<file path="src/rtl/mfp_botbuf_pkg.sv">
// Shared constants and FSM encoding for the Rojobot update buffer.
// Optional overflow counter is enabled with `MFP_BOTBUF_OVF_CNT_EN`.
package mfp_botbuf_pkg;

    localparam int BOTBUF_DEPTH  = 4;
    localparam int BOTBUF_INFO_W = 32;
    localparam int BOTBUF_CNT_W  = 8;

    typedef enum logic [1:0] {
        ST_IDLE    = 2'b00,
        ST_PRESENT = 2'b01,
        ST_ACKED   = 2'b10
    } botbuf_state_e;

endpackage

</file>
<file path="src/rtl/mfp_botbuf_fifo.sv">
// Synchronous snapshot FIFO with extra-MSB pointers; the head word is read
// combinationally from the storage array.
module mfp_botbuf_fifo
    import mfp_botbuf_pkg::*;
#(
    parameter int DEPTH = BOTBUF_DEPTH,
    parameter int WIDTH = BOTBUF_INFO_W
) (
    input  logic                     clk,
    input  logic                     reset,
    input  logic                     push,
    input  logic                     pop,
    input  logic [WIDTH-1:0]         wdata,
    output logic [WIDTH-1:0]         rdata,
    output logic                     full,
    output logic                     empty,
    output logic [$clog2(DEPTH):0]   level
);

    localparam int AW = $clog2(DEPTH);
    localparam logic [AW:0] PTR_ONE = {{AW{1'b0}}, 1'b1};

    logic [WIDTH-1:0] mem_q [DEPTH];
    logic [AW:0]      wptr_q;
    logic [AW:0]      wptr_d;
    logic [AW:0]      rptr_q;
    logic [AW:0]      rptr_d;
    logic             push_ok_s;
    logic             pop_ok_s;

    assign full  = (wptr_q[AW] != rptr_q[AW]) && (wptr_q[AW-1:0] == rptr_q[AW-1:0]);
    assign empty = (wptr_q == rptr_q);
    assign level = wptr_q - rptr_q;
    assign rdata = mem_q[rptr_q[AW-1:0]];

    // A push at full is still legal when the head leaves on the same edge.
    assign push_ok_s = push && (!full || pop);
    assign pop_ok_s  = pop && !empty;

    // Next-pointer computation.
    always_comb begin
        wptr_d = wptr_q;
        rptr_d = rptr_q;
        if (push_ok_s) begin
            wptr_d = wptr_q + PTR_ONE;
        end else begin
            wptr_d = wptr_q;
        end
        if (pop_ok_s) begin
            rptr_d = rptr_q + PTR_ONE;
        end else begin
            rptr_d = rptr_q;
        end
    end

    // Pointer registers.
    always_ff @(posedge clk) begin
        if (reset) begin
            wptr_q <= {(AW+1){1'b0}};
            rptr_q <= {(AW+1){1'b0}};
        end else begin
            wptr_q <= wptr_d;
            rptr_q <= rptr_d;
        end
    end

    // Storage array; contents are qualified by the pointers so need no reset.
    always_ff @(posedge clk) begin
        if (push_ok_s) begin
            mem_q[wptr_q[AW-1:0]] <= wdata;
        end
    end

endmodule

</file>
<file path="src/rtl/mfp_botinfo_buffer.sv">
// Rojobot update buffer: synchronizes bot_upd, queues bot_info snapshots and
// hands them to the CPU with an update/ack handshake. Macro: MFP_BOTBUF_OVF_CNT_EN.
module mfp_botinfo_buffer
    import mfp_botbuf_pkg::*;
#(
    parameter int DEPTH  = BOTBUF_DEPTH,
    parameter int INFO_W = BOTBUF_INFO_W,
    parameter int CNT_W  = BOTBUF_CNT_W
) (
    input  logic                   clk,
    input  logic                   reset,
    input  logic                   bot_upd,
    input  logic [INFO_W-1:0]      bot_info,
    input  logic                   IO_INT_ACK,
    output logic                   IO_BotUpdt_Sync,
    output logic [INFO_W-1:0]      IO_BotInfo,
    output logic [$clog2(DEPTH):0] fifo_level,
    output logic [CNT_W-1:0]       ovf_count
);

    logic              s1_q, s1_d;
    logic              s2_q, s2_d;
    logic              s3_q, s3_d;
    botbuf_state_e     state_q, state_d;
    logic              sync_q, sync_d;
    logic [INFO_W-1:0] info_q, info_d;

    logic              push_stb_s;
    logic              push_s;
    logic              pop_s;
    logic              fifo_full_s;
    logic              fifo_empty_s;
    logic [INFO_W-1:0] fifo_rdata_s;

    assign push_stb_s = s2_q & ~s3_q;
    assign pop_s      = (state_q == ST_PRESENT) & IO_INT_ACK;
    assign push_s     = push_stb_s & (~fifo_full_s | pop_s);

    mfp_botbuf_fifo #(
        .DEPTH (DEPTH),
        .WIDTH (INFO_W)
    ) u_fifo (
        .clk   (clk),
        .reset (reset),
        .push  (push_s),
        .pop   (pop_s),
        .wdata (bot_info),
        .rdata (fifo_rdata_s),
        .full  (fifo_full_s),
        .empty (fifo_empty_s),
        .level (fifo_level)
    );

    // Synchronizer chain plus edge-detect delay stage.
    always_comb begin
        s1_d = bot_upd;
        s2_d = s1_q;
        s3_d = s2_q;
    end

    // Handshake FSM. Releasing the ack always passes through IDLE, which
    // re-presents on the following edge, so Sync stays low between entries.
    always_comb begin
        state_d = state_q;
        sync_d  = sync_q;
        info_d  = info_q;
        case (state_q)
            ST_IDLE: begin
                if (!fifo_empty_s) begin
                    state_d = ST_PRESENT;
                    sync_d  = 1'b1;
                    info_d  = fifo_rdata_s;
                end else begin
                    sync_d  = 1'b0;
                end
            end
            ST_PRESENT: begin
                if (IO_INT_ACK) begin
                    state_d = ST_ACKED;
                    sync_d  = 1'b0;
                end else begin
                    sync_d  = 1'b1;
                end
            end
            ST_ACKED: begin
                sync_d = 1'b0;
                if (!IO_INT_ACK) begin
                    state_d = ST_IDLE;
                end else begin
                    state_d = ST_ACKED;
                end
            end
            default: begin
                state_d = ST_IDLE;
                sync_d  = 1'b0;
            end
        endcase
    end

    // Synchronizer, FSM and output registers.
    always_ff @(posedge clk) begin
        if (reset) begin
            s1_q    <= 1'b0;
            s2_q    <= 1'b0;
            s3_q    <= 1'b0;
            state_q <= ST_IDLE;
            sync_q  <= 1'b0;
            info_q  <= {INFO_W{1'b0}};
        end else begin
            s1_q    <= s1_d;
            s2_q    <= s2_d;
            s3_q    <= s3_d;
            state_q <= state_d;
            sync_q  <= sync_d;
            info_q  <= info_d;
        end
    end

    assign IO_BotUpdt_Sync = sync_q;
    assign IO_BotInfo      = info_q;

`ifdef MFP_BOTBUF_OVF_CNT_EN
    logic [CNT_W-1:0] ovf_q, ovf_d;
    logic             drop_s;

    assign drop_s = push_stb_s & fifo_full_s & ~pop_s;

    // Saturating count of dropped updates.
    always_comb begin
        ovf_d = ovf_q;
        if (drop_s && (ovf_q != {CNT_W{1'b1}})) begin
            ovf_d = ovf_q + {{(CNT_W-1){1'b0}}, 1'b1};
        end else begin
            ovf_d = ovf_q;
        end
    end

    // Overflow counter register.
    always_ff @(posedge clk) begin
        if (reset) begin
            ovf_q <= {CNT_W{1'b0}};
        end else begin
            ovf_q <= ovf_d;
        end
    end

    assign ovf_count = ovf_q;
`else
    assign ovf_count = {CNT_W{1'b0}};
`endif

endmodule

</file>
<file path="config.mk">
export PLATFORM = sky130hd
export DESIGN_NAME = mfp_botinfo_buffer
export DESIGN_NICKNAME = d
export VERILOG_FILES = /design/src/rtl/mfp_botbuf_pkg.sv /design/src/rtl/mfp_botbuf_fifo.sv /design/src/rtl/mfp_botinfo_buffer.sv
export SDC_FILE = /design/constraint.sdc
export NUM_CORES = 1
export LEC_CHECK = 0
export BUFFER_PORTS_ARGS = -buffer_cell sky130_fd_sc_hd__buf_2
export CORE_ASPECT_RATIO = 1.25
export CORE_MARGIN = 2
export CORE_UTILIZATION = 34
export CTS_CLUSTER_DIAMETER = 150
export DETAILED_ROUTE_END_ITERATION = 8
export SLEW_MARGIN = 20
export SYNTH_ARGS = -nofsm -noshare
export SYNTH_HDL_FRONTEND = slang
export SYNTH_SLANG_ARGS = --single-unit
export TNS_END_PERCENT = 30
</file>
<file path="constraint.sdc">
create_clock -name clk -period 9.2 [get_ports clk]
set_input_delay 0.92 -clock clk [delete_from_list [all_inputs] [get_ports clk]]
set_output_delay 0.92 -clock clk [all_outputs]
set_load 0.1 [all_outputs]
</file>
# After elaboration in Yosys (flattened, before gate mapping)
# Memory sizes are Yosys's and may differ from the RTL's. A register that Yosys moved wholly into a read port is not among the register bits.
# Index checks and enable logic that the tools add are counted.
[totals]
reg_bits = 12
ram_bits = 128
in_bits = 36
out_inout_bits = 44
elab_cells = 43
n_memories = 1
[classes]
add_sub_neg = 3
n_eq_ne = 7
muxes = 9
n_bitwise = 7
reduce_logical = 9
[memory_table]
columns = ["name", "depth", "width", "rd", "rd_clocked_by_memory_dff", "wr", "line_no", "rtl"]
rows = [
  ["u_fifo.mem_q", 4, 32, 1, 1, 1, "mfp_botbuf_fifo.sv:23", "logic [WIDTH-1:0] mem_q [DEPTH];"],
]
[ops]
columns = ["operator", "count"]
rows = [
  ["$add 3x1->3 const B", 2],
  ["$mux 2", 3],
  ["$pmux 2 s3", 1],
  ["$mux 1", 4],
  ["$ne 2x2->1 const B", 2],
  ["$reduce_and 2->1", 2],
  ["$and 1x1->1", 3],
  ["$eq 3x3->1", 1],
  ["$logic_and 1x1->1", 3],
  ["$not 1->1", 3],
  ["$sub 3x3->3", 1],
  ["$eq 2x1->1 const B", 1],
  ["$eq 2x2->1", 1],
  ["$eq 2x2->1 const B", 1],
  ["$logic_not 1->1", 2],
  ["$logic_not 2->1", 1],
  ["$pmux 1 s2", 1],
  ["$logic_or 1x1->1", 1],
  ["$ne 1x1->1", 1],
  ["$or 1x1->1", 1],
]

# Logic depth before layout (Yosys ltp)
# Gate-level depths: netlist (run 1).
[logic_depth]
depth_word = 8
depth_mapped = 9
depth_no_buf = 5

# Modules after synthesis
# Synthesis (run 1) repeated with hierarchy kept, for this count alone.
[hier_totals]
hier_cells = 402
hier_area_um2 = 6872.8
[by_module_without_submodules]
columns = ["mod", "instances", "cells_each", "area_each_um2", "seq_area_each_um2"]
rows = [
  ["mfp_botbuf_fifo", 1, 222, 5116.2, 4003.8],
  ["mfp_botinfo_buffer", 1, 180, 1756.7, 760.7],
]

# Worst setup path after synthesis (run 1)
# Ideal clock, no wire load.
[synth_timing]
path_kind = "flip-flop to output port"
start = "register u_fifo.wptr_q[0]"
end = "output fifo_level[2]"
t_arrival_ps = 2590
t_required_ps = 8280
slack_ps = 5690
stages_incl_launch_ff = 5
n_path_buf = 0
path_cell_list = "dfxtp_1 -> inv_1 -> ha_1 -> fa_1 -> xnor2_1"
[synth_between]
elab_chain_cells = 1
[synth_lines]
columns = ["item", "line_no", "rtl"]
rows = [
  ["start: declaration", "mfp_botbuf_fifo.sv:24", "logic [AW:0] wptr_q;"],
  ["start signal: assignment", "mfp_botbuf_fifo.sv:59", "wptr_q <= {(AW+1){1'b0}};"],
  ["start signal: assignment", "mfp_botbuf_fifo.sv:62", "wptr_q <= wptr_d;"],
  ["$sub 3x3->3", "mfp_botbuf_fifo.sv:33", "assign level = wptr_q - rptr_q;"],
  ["end: declaration", "mfp_botinfo_buffer.sv:17", "output logic [$clog2(DEPTH):0] fifo_level,"],
]
# No other way between the ends.

# Worst setup path after layout (run 1)
[layout_timing]
start = "register u_fifo.rptr_q[1]"
end = "memory u_fifo.mem_q[0][21] (netlist name) (enable)"
[layout_between]
elab_chain_cells = 8
word_cells_on_any_way = 10
classes_between = "eq/ne: 1; mux: 2; bitwise: 3; reduce/logical: 4"
[layout_lines]
columns = ["item", "line_no", "rtl"]
rows = [
  ["start: declaration", "mfp_botbuf_fifo.sv:26", "logic [AW:0] rptr_q;"],
  ["start signal: assignment", "mfp_botbuf_fifo.sv:60", "rptr_q <= {(AW+1){1'b0}};"],
  ["start signal: assignment", "mfp_botbuf_fifo.sv:63", "rptr_q <= rptr_d;"],
  ["$eq 2x2->1 *", "mfp_botbuf_fifo.sv:31", "assign full = (wptr_q[AW] != rptr_q[AW]) && (wptr_q[AW-1:0] == rptr_q[AW-1:0]);"],
  ["$logic_and 1x1->1 *", "mfp_botbuf_fifo.sv:31", ""],
  ["$not 1->1", "mfp_botinfo_buffer.sv:37", "assign push_s = push_stb_s & (~fifo_full_s | pop_s);"],
  ["$or 1x1->1", "mfp_botinfo_buffer.sv:37", ""],
  ["$and 1x1->1", "mfp_botinfo_buffer.sv:37", ""],
  ["$logic_and 1x1->1 *", "mfp_botbuf_fifo.sv:37", "assign push_ok_s = push && (!full || pop);"],
  ["$mux 1 *", "mfp_botbuf_fifo.sv:69", "if (push_ok_s) begin"],
  ["$mux 1 (not written as such) *", "mfp_botbuf_fifo.sv:70", "mem_q[wptr_q[AW-1:0]] <= wdata;"],
  ["end: declaration", "mfp_botbuf_fifo.sv:23", ""],
]
# Every way passes the cells marked *; elsewhere a longest branch is shown, timed or not.

==> results.toml, run 1 <==
[clocking]
cts.sinks = 172
tritoncts = "done"
numCtsBuffers = 17
clk_latency_ps = 420
cts_htree_levels = 4
cts.clk_slew.worst_paths_ps = 70
clk_path_buf_depth = 2
post_cts_buffers = 0
cts_resized = 0
postCtsHoldBufs = 0
cts-root-buf = "clkbuf_16"

[floorplanning]
die_h_um = 166
dieArea_sq_um = 22100
rows = 59
start_util = 0.345
die_w_um = 133
core_sq_um = 20700
io_pins = 80

[critical_path]
cpMaxStageDelayCell = "dfxtp_2"
cp-start-kind = "register"
cpPeakStageDelay_ps = 940
crit_buf_inv = 2
critPathTopFamily = "simple AND/OR/NAND/NOR gates"
worstPathArrival_ps = 3380
crit_required_ps = 9240
path_cells = "inv_1 > ha_1 > and2_1 > buf_4 > a31oi_1 > and2_2"
path_max_fanout = 38
crit_type = "register to register"
cp-end-kind = "register"

[timing]
skew_ps = 8.21
rsz0062_at_grt = "false"
hold_viol = 0
setup_viol = 0
setup_tns_ps = 0
worst_pin_slew_ps = 948
slew_violations = 0
post-route-period-util = 0.363
layout_min_cycle_time_ps = 3340
fmax_mhz = 299
slew-limit-headroom = 0.368

[drt]
dr.pass1.iters = 5
num_vias = 4199
ant_nets = 0
avgViaCountPerCell = 5.30
drt_iter0_markers = 393
drc_errors = 0
post_drt_wl_per_cell_um = 20.0
finalWirelength_um = 15900

[pwr]
pwr-share-seq = 0.492
switchingPower_mw = 0.467
leakage_nw = 2.88
clockPowerShare = 0.406
netSwitchingFraction = 0.267
vdd_drop_max_mv = 0.134
comb_power_share = 0.103
power_mw = 1.75
p_int_mw = 1.28
powerDensity_nw_per_um2 = 212

[yosys]
yosys.area_share.simple = 0.0802
synthesis.area_sq_um = 7130
avgSynthCellArea_sq_um = 15.9
synth_edf_count = 128
synth.distinct_cells = 40
synth-xor-area-share = 0.00597
synth_fa_ha_area_frac = 0.0151
ys_seq_area_frac = 0.663
synth_ff_type = "edfxtp_1"
muxShareOfSynthArea = 0.113
synth_top_family_by_area = "multiplexers"
synth-compound-area-share = 0.0790
syn-instance-count = 449
async_reset_ff_frac = 0
yosysWarnings = 0
ys_seq_elements = 172

[global_route]
grt_usage = 0.148
overflow = 0
antenna_found_initial = 0
grt_pass1_wl_um = 25000
grt_pass1_vias = 4499
grt_start_max_net_pins = 69

[layout]
seq_area_sq_um = 4730
multi_input_area_sq_um = 2160
antennaDiodeCount = 0
nNetsFinal = 549
fillers = 1909
syn2layout_area_growth_pct = 16.2
drive_above_1_share = 0.272

[run_status]
status = "finished clean"

[placement]
dp_hpwl_um = 9520
io_buffers = 71
place.gp.congestion = 0.727

[hold_path]
min-delay-path-class = "register to register"

[run]
cap_violations = 0
state kept, by name, indices dropped and copies added, names as in the netlist:
signal           flops
u_fifo.wptr_q        3
IO_BotUpdt_Sync      1
u_fifo.rptr_q        3
s2_q                 1
s3_q                 1
u_fifo.mem_q       128
IO_BotInfo          32
s1_q                 1
state_q              2
cell usage in the layout (no fill, tap or decap), drive strengths merged, types with 13 or more instances in the layout:
master    n
edfxtp  128
buf      79
o211ai   66
dfxtp    44
nand4    36
nand3    34
mux4     32
clkbuf   20
inv      13
cells by family (layout without fill, tap and decap cells):
logic type,Yosys count,count (layout)
other,1,8
adder cells (fa/ha/maj),8,8
AND/OR/NAND/NOR,98,98
multiplexers,35,35
AO/OA/AOI/OAI,75,75
XOR/XNOR,4,4
buffers and inverters,56,118
flip-flops,172,172
worst reg2reg max path: stages, from the launching register on:
cell,delay (ps)
dfxtp_2,940
inv_1,130
ha_1,340
and2_1,140
buf_4,260
a31oi_1,310
and2_2,830
final timing paths:
check,from,end,slack [ps],cells past startpoint
setup reg to reg,u_fifo.rptr_q[1],u_fifo.mem_q[0][21],5860,6
hold / removal,s1_q,s2_q,460,1
setup / recovery,u_fifo.rptr_q[1],u_fifo.mem_q[0][21],5860,6
hold reg to reg,s1_q,s2_q,460,1
power groups by stage:
stage / registers [mW] / clock network (mW) / logic, mW
after CTS: 0.861 / 0.724 / 0.181
after global placement: 0.877 / 0 / 0.178
final: 0.861 / 0.711 / 0.180
after detailed placement: 0.878 / 0 / 0.181
after floorplan: 0.950 / 0 / 0.0660
after global routing: 0.863 / 0.760 / 0.190
layout make-up:
| cell class | instances | area share |
|---|---|---|
| clock buffer | 20 | 0.0565 |
| clock inverter | 12 | 0.0151 |
| inverter | 7 | 0.00332 |
| multi-input combinational | 228 | 0.261 |
| sequential | 172 | 0.571 |
| tap | 274 | 0.0414 |
| timing repair buffer | 79 | 0.0526 |
Yosys cell counts, types with 3 or more instances:
| cell | instances | area, sq um |
|---|---|---|
| nor2b_1 | 8 | 50.1 |
| mux4_2 | 19 | 428 |
| o211ai_1 | 66 | 495 |
| nand4_1 | 36 | 225 |
| clkbuf_1 | 21 | 78.8 |
| edfxtp_1 | 128 | 3840 |
| inv_1 | 6 | 22.5 |
| nand2_1 | 3 | 11.3 |
| ha_1 | 7 | 87.6 |
| buf_2 | 12 | 60.1 |
| and2_1 | 5 | 31.3 |
| buf_6 | 7 | 78.8 |
| mux4_1 | 13 | 342 |
| buf_4 | 9 | 67.6 |
| nand3_1 | 34 | 170 |
| dfxtp_1 | 44 | 881 |
metal layers:
metal  global-route usage  part of all wire
met5                    0                 0
met4               0.0578             0.015
met3               0.0342             0.052
met2                0.260              0.54
met1                0.175              0.40
through the flow:
step	hold WS, ps	area (sq um)	cells	worst slack (ps)	util
after floorplan	414	7150	456	5690	-
after global placement	438	7660	759	5920	0.371
after detailed placement	438	7660	759	5820	0.371
after CTS	461	8260	791	5810	0.399
after global routing	473	8280	792	5620	0.401
final	461	8280	792	5860	0.401
Power figures use the tool's default switching activity.
==> run 2: changes to the inputs <==
==> constraint.sdc (replaced) <==
create_clock -name clk -period 3 [get_ports clk]
set_input_delay 0.3 -clock clk [delete_from_list [all_inputs] [get_ports clk]]
set_output_delay 0.3 -clock clk [all_outputs]
set_load 0.1 [all_outputs]
==> run 2 against run 1 <==
Net effect:
- global-route usage up 0.22 points
- power grew to 3.1 times the previous value
- clock power rose to 3.0 times the previous value
- critical path type unchanged
==> results.toml, run 2 (synthesized netlist as in run 1, its figures left out) <==
[run_status]
status = "finished clean"

[clocking]
clk_latency_ps = 420
postCtsHoldBufs = 0
cts-root-buf = "clkbuf_16"
tritoncts = "done"
clk_path_buf_depth = 2
cts.clk_slew.worst_paths_ps = 70
cts_resized = 0
post_cts_buffers = 0
cts_htree_levels = 4
numCtsBuffers = 17
cts.sinks = 172

[global_route]
grt_pass1_vias = 4639
grt_usage = 0.150
grt_pass1_wl_um = 25600
antenna_found_initial = 0
grt_start_max_net_pins = 69
overflow = 0

[layout]
final_core_util = 0.400
syn2layout_area_growth_pct = 16.1
nNetsFinal = 550
antennaDiodeCount = 0
mostFrequentLayoutCells = "edfxtp_1 (128), buf_2 (71), o211ai_1 (66)"
drive_above_1_share = 0.276
mostFrequentLayoutCell = "edfxtp_1"
largest_reg_flops = 128
finish.instance_area_sq_um = 8270

[critical_path]
worstPathArrival_ps = 2590
path_max_fanout = 32
crit_type = "register to register"
cp-end-kind = "register"
cp-start-kind = "register"
crit_required_ps = 3040

[floorplanning]
die_h_um = 166
die_w_um = 133
io_pins = 80
rows = 59
start_util = 0.345
dieArea_sq_um = 22100
core_sq_um = 20700

[timing]
worst_pin_slew_ps = 963
slew-limit-headroom = 0.358
setup_viol = 0
rsz0062_at_grt = "false"
skew_ps = 16.4
fmax_mhz = 392
post-route-period-util = 0.849
setup_tns_ps = 0
layout_min_cycle_time_ps = 2550
timing.hold.ws_ps = 90.1
slew_violations = 0
hold_viol = 0

[drt]
drc_errors = 0
post_drt_wl_per_cell_um = 20.5
wl_met2_um = 8360
finalWirelength_um = 16200
drt_iter0_markers = 316
ant_nets = 0
wl_met3_um = 792
dr.pass1.iters = 6
wl_met1_um = 6740
num_vias = 4284
avgViaCountPerCell = 5.40
maxUsedRoutingLayer = "met4"

[hold_path]
min-delay-path-class = "primary input to register"

[placement]
place.gp.congestion = 0.748
io_buffers = 71
dpl-instance-area_sq_um = 7680
dp_hpwl_um = 9660

[pwr]
vdd_drop_max_mv = 0.358
leakage_nw = 2.88
powerDensity_nw_per_um2 = 646
power_mw = 5.35

[run]
cap_violations = 0
run 2: worst max-delay path, stage by stage (launching register included):
cell and delay (ps):
dfxtp_1 430, inv_1 120, ha_1 310, and2_1 170
a31oi_1 270, and2_2 840
run 2: cell type report:
| type | instances | area [sq um] |
|---|---|---|
| well taps | 274 | 343 |
| clock inverters | 15 | 169 |
| fillers | 1914 | 12400 |
| clock buffers | 17 | 425 |
| inverters | 7 | 27.5 |
| flip-flops and latches | 172 | 4730 |
| multi-input cells | 228 | 2160 |
| repair buffers | 80 | 423 |
run 2: worst paths after layout:
check / slack, ps / endpoint / from / depth (start not counted)
max: 450 / u_fifo.mem_q[0][5] / u_fifo.wptr_q[0] / 5
min: 90 / u_fifo.mem_q[3][11] / bot_info[11] / 1
max reg2reg: 450 / u_fifo.mem_q[0][5] / u_fifo.wptr_q[0] / 5
min reg2reg: 450 / s2_q / s1_q / 1
run 2: power breakdown:
| group | leakage [nW] | total [mW] | switching [mW] | internal, mW |
|---|---|---|---|---|
| sequential | 1.51 | 2.64 | 0.0371 | 2.61 |
| clock | 0.287 | 2.15 | 1.03 | 1.12 |
| combinational | 1.07 | 0.553 | 0.461 | 0.0914 |
run 2: through the flow:
step | worst slack [ps] | instances
floorplan | 45.5 | 456
global placement | 582 | 761
detailed placement | 439 | 761
CTS | 411 | 793
global route | 329 | 793
finish | 452 | 793
run 2: layer usage:
| layer | vias to the layer above | GRT usage |
|---|---|---|
| li1 | 1938 | - |
| met1 | 2178 | 0.177 |
| met2 | 145 | 0.260 |
| met3 | 23 | 0.0336 |
| met4 | 0 | 0.0694 |
| met5 | - | 0 |
==> run 3: changes to the inputs <==
==> constraint.sdc (replaced) <==
create_clock -name clk -period 2.4 [get_ports clk]
set_input_delay 0.24 -clock clk [delete_from_list [all_inputs] [get_ports clk]]
set_output_delay 0.24 -clock clk [all_outputs]
set_load 0.1 [all_outputs]
==> run 3 against run 2 <==
Net effect:
- sequential power is 25% higher
- power is 29% higher
- global-route usage hardly changed
- clock skew is 7.5 ps lower
- first-iteration DRC count is 52% higher
- routed wire length is 1.0% lower
- sequential share of layout area is 1.1 points lower
- non-clock buffer count is 10 higher
- die area stayed put
- count of clock-buffer cells in the layout stayed put
- critical endpoint is now fifo_level[2]
- largest cell class unchanged
- largest power group unchanged
==> results.toml, run 3 (synthesized netlist as in run 1, its figures left out) <==
[run]
cap_violations = 0

[global_route]
grt_start_max_net_pins = 69
grt_usage = 0.150
grt_pass1_wl_um = 25300
grt_pass1_vias = 4444
overflow = 0
antenna_found_initial = 1

[placement]
dpl-instance-area_sq_um = 7800
place_ws_ps = 338
io_buffers = 71
place.gp.congestion = 0.774
dp_hpwl_um = 9940
dpl.cell_count = 771

[layout]
mostFrequentLayoutCells = "edfxtp_1 (128), buf_2 (69), o211ai_1 (66)"
mostFrequentLayoutCell = "edfxtp_1"
drive_above_1_share = 0.289
syn2layout_area_growth_pct = 18.4
final_cells = 804
finish.instance_area_sq_um = 8440
largest_reg_flops = 128
fillers = 1896
nNetsFinal = 560

[pwr]
p_int_mw = 5.07
vdd_drop_max_mv = 0.491
netSwitchingFraction = 0.265
switchingPower_mw = 1.83
clockPowerShare = 0.419
leakage_nw = 2.97
powerDensity_nw_per_um2 = 817
pwr-share-seq = 0.479
comb_power_share = 0.101

[clocking]
cts.sinks = 172
postCtsHoldBufs = 0
cts_resized = 0
cts_htree_levels = 4
clk_latency_ps = 420
tritoncts = "done"
clk_path_buf_depth = 2
numCtsBuffers = 17
cts-root-buf = "clkbuf_16"
cts.clk_slew.worst_paths_ps = 70
post_cts_buffers = 0

[timing]
post-route-period-util = 0.962
worst_pin_slew_ps = 923
fin_ws_ps = 90.7
fmax_mhz = 433
slew-limit-headroom = 0.384
hold_viol = 0
setup_viol = 0
slew_violations = 0
rsz0062_at_grt = "false"
skew_ps = 8.94
layout_min_cycle_time_ps = 2310

[floorplanning]
io_pins = 80
dieArea_sq_um = 22100
rows = 59
die_h_um = 166
die_w_um = 133
core_sq_um = 20700
start_util = 0.345

[critical_path]
crit_required_ps = 2160
crit_type = "register to primary output"
reg2reg_depth = 6
r2r-start = "u_fifo.wptr_q[0]"
cp-end-kind = "primary output"
worstPathArrival_ps = 2070
r2r-end = "u_fifo.mem_q[2][30]"
cp-start-kind = "register"
path_max_fanout = 5
r2r_setup_slack_ps = 320

[hold_path]
min-delay-path-class = "primary input to register"
min_to = "u_fifo.mem_q[2][11]"
worstHoldStart = "bot_info[11]"
hold_depth = 1

[drt]
avgViaCountPerCell = 5.39
drt_iter0_markers = 481
num_vias = 4331
finalWirelength_um = 16100
drc_errors = 0
ant_nets = 0
dr.pass1.iters = 5
post_drt_wl_per_cell_um = 20.0

[run_status]
status = "finished clean"
==> run 3: cell count changes in the layout (fill, tap and decap cells not counted), moves of 3 or more <==
cell	previous run	this run
buf_4	9	18
clkinv_8	5	1
buf_12	0	3
bufinv_16	0	3
==> run 3: metal layers <==
metal	track usage	vias to the layer above	wire length, um
met2	0.266	161	8550
met5	0	-	0
li1	-	1958	-
met3	0.0317	15	791
met1	0.179	2197	6490
met4	0.0500	0	231
==> run 3: how the worst max path moves through the flow <==
| stage | from | to | cells after the start | slack (ps) |
|---|---|---|---|---|
| global placement | u_fifo.wptr_q[0] | u_fifo.mem_q[1][22] | 6 | 390 |
| CTS | u_fifo.wptr_q[0] | fifo_level[2] | 5 | 60 |
| finish | u_fifo.wptr_q[0] | fifo_level[2] | 5 | 90 |
| global route | u_fifo.wptr_q[0] | fifo_level[2] | 5 | 40 |
| floorplan | u_fifo.rptr_q[1] | u_fifo.mem_q[1][0] | 8 | -120 |
| detailed placement | u_fifo.wptr_q[0] | u_fifo.mem_q[2][22] | 6 | 340 |
==> run 3: layout make-up <==
type / count / area, sq um / area share
Sequential cell: 172 / 4730 / 0.560
Multi-Input combinational cell: 228 / 2170 / 0.257
Timing Repair Buffer: 90 / 541 / 0.0641
Clock buffer: 17 / 425 / 0.0504
Tap cell: 274 / 343 / 0.0406
Clock inverter: 15 / 203 / 0.0240
Inverter: 7 / 27.5 / 0.00326
Antenna cell: 1 / 2.50 / 0.000297
==> run 3: power groups by stage <==
stage / sequential, mW / clock [mW] / combinational (mW)
2_1_floorplan: 3.64 / 0 / 0.254
3_3_place_gp: 3.37 / 0 / 0.691
3_5_place_dp: 3.37 / 0 / 0.700
4_1_cts: 3.31 / 2.95 / 0.702
5_1_grt: 3.31 / 3.08 / 0.733
6_report: 3.30 / 2.89 / 0.699
==> run 3: worst max-delay path: stages (launching register included) <==
cell and delay, ps:
dfxtp_1 400, inv_1 100, ha_1 210, fa_1 410, xnor2_2 290, buf_12 220
==> run 3: stage by stage <==
step / utilization / TNS [ps] / hold WS, ps / power [mW]
finish: 0.408 / 0 / 33.0 / 6.90
global route: 0.408 / 0 / 21.2 / 7.12
global placement: 0.378 / 0 / 440 / 4.06
floorplan: - / -11070 / 339 / 3.89
CTS: 0.408 / 0 / 8.14 / 6.96
detailed placement: 0.378 / 0 / 431 / 4.07
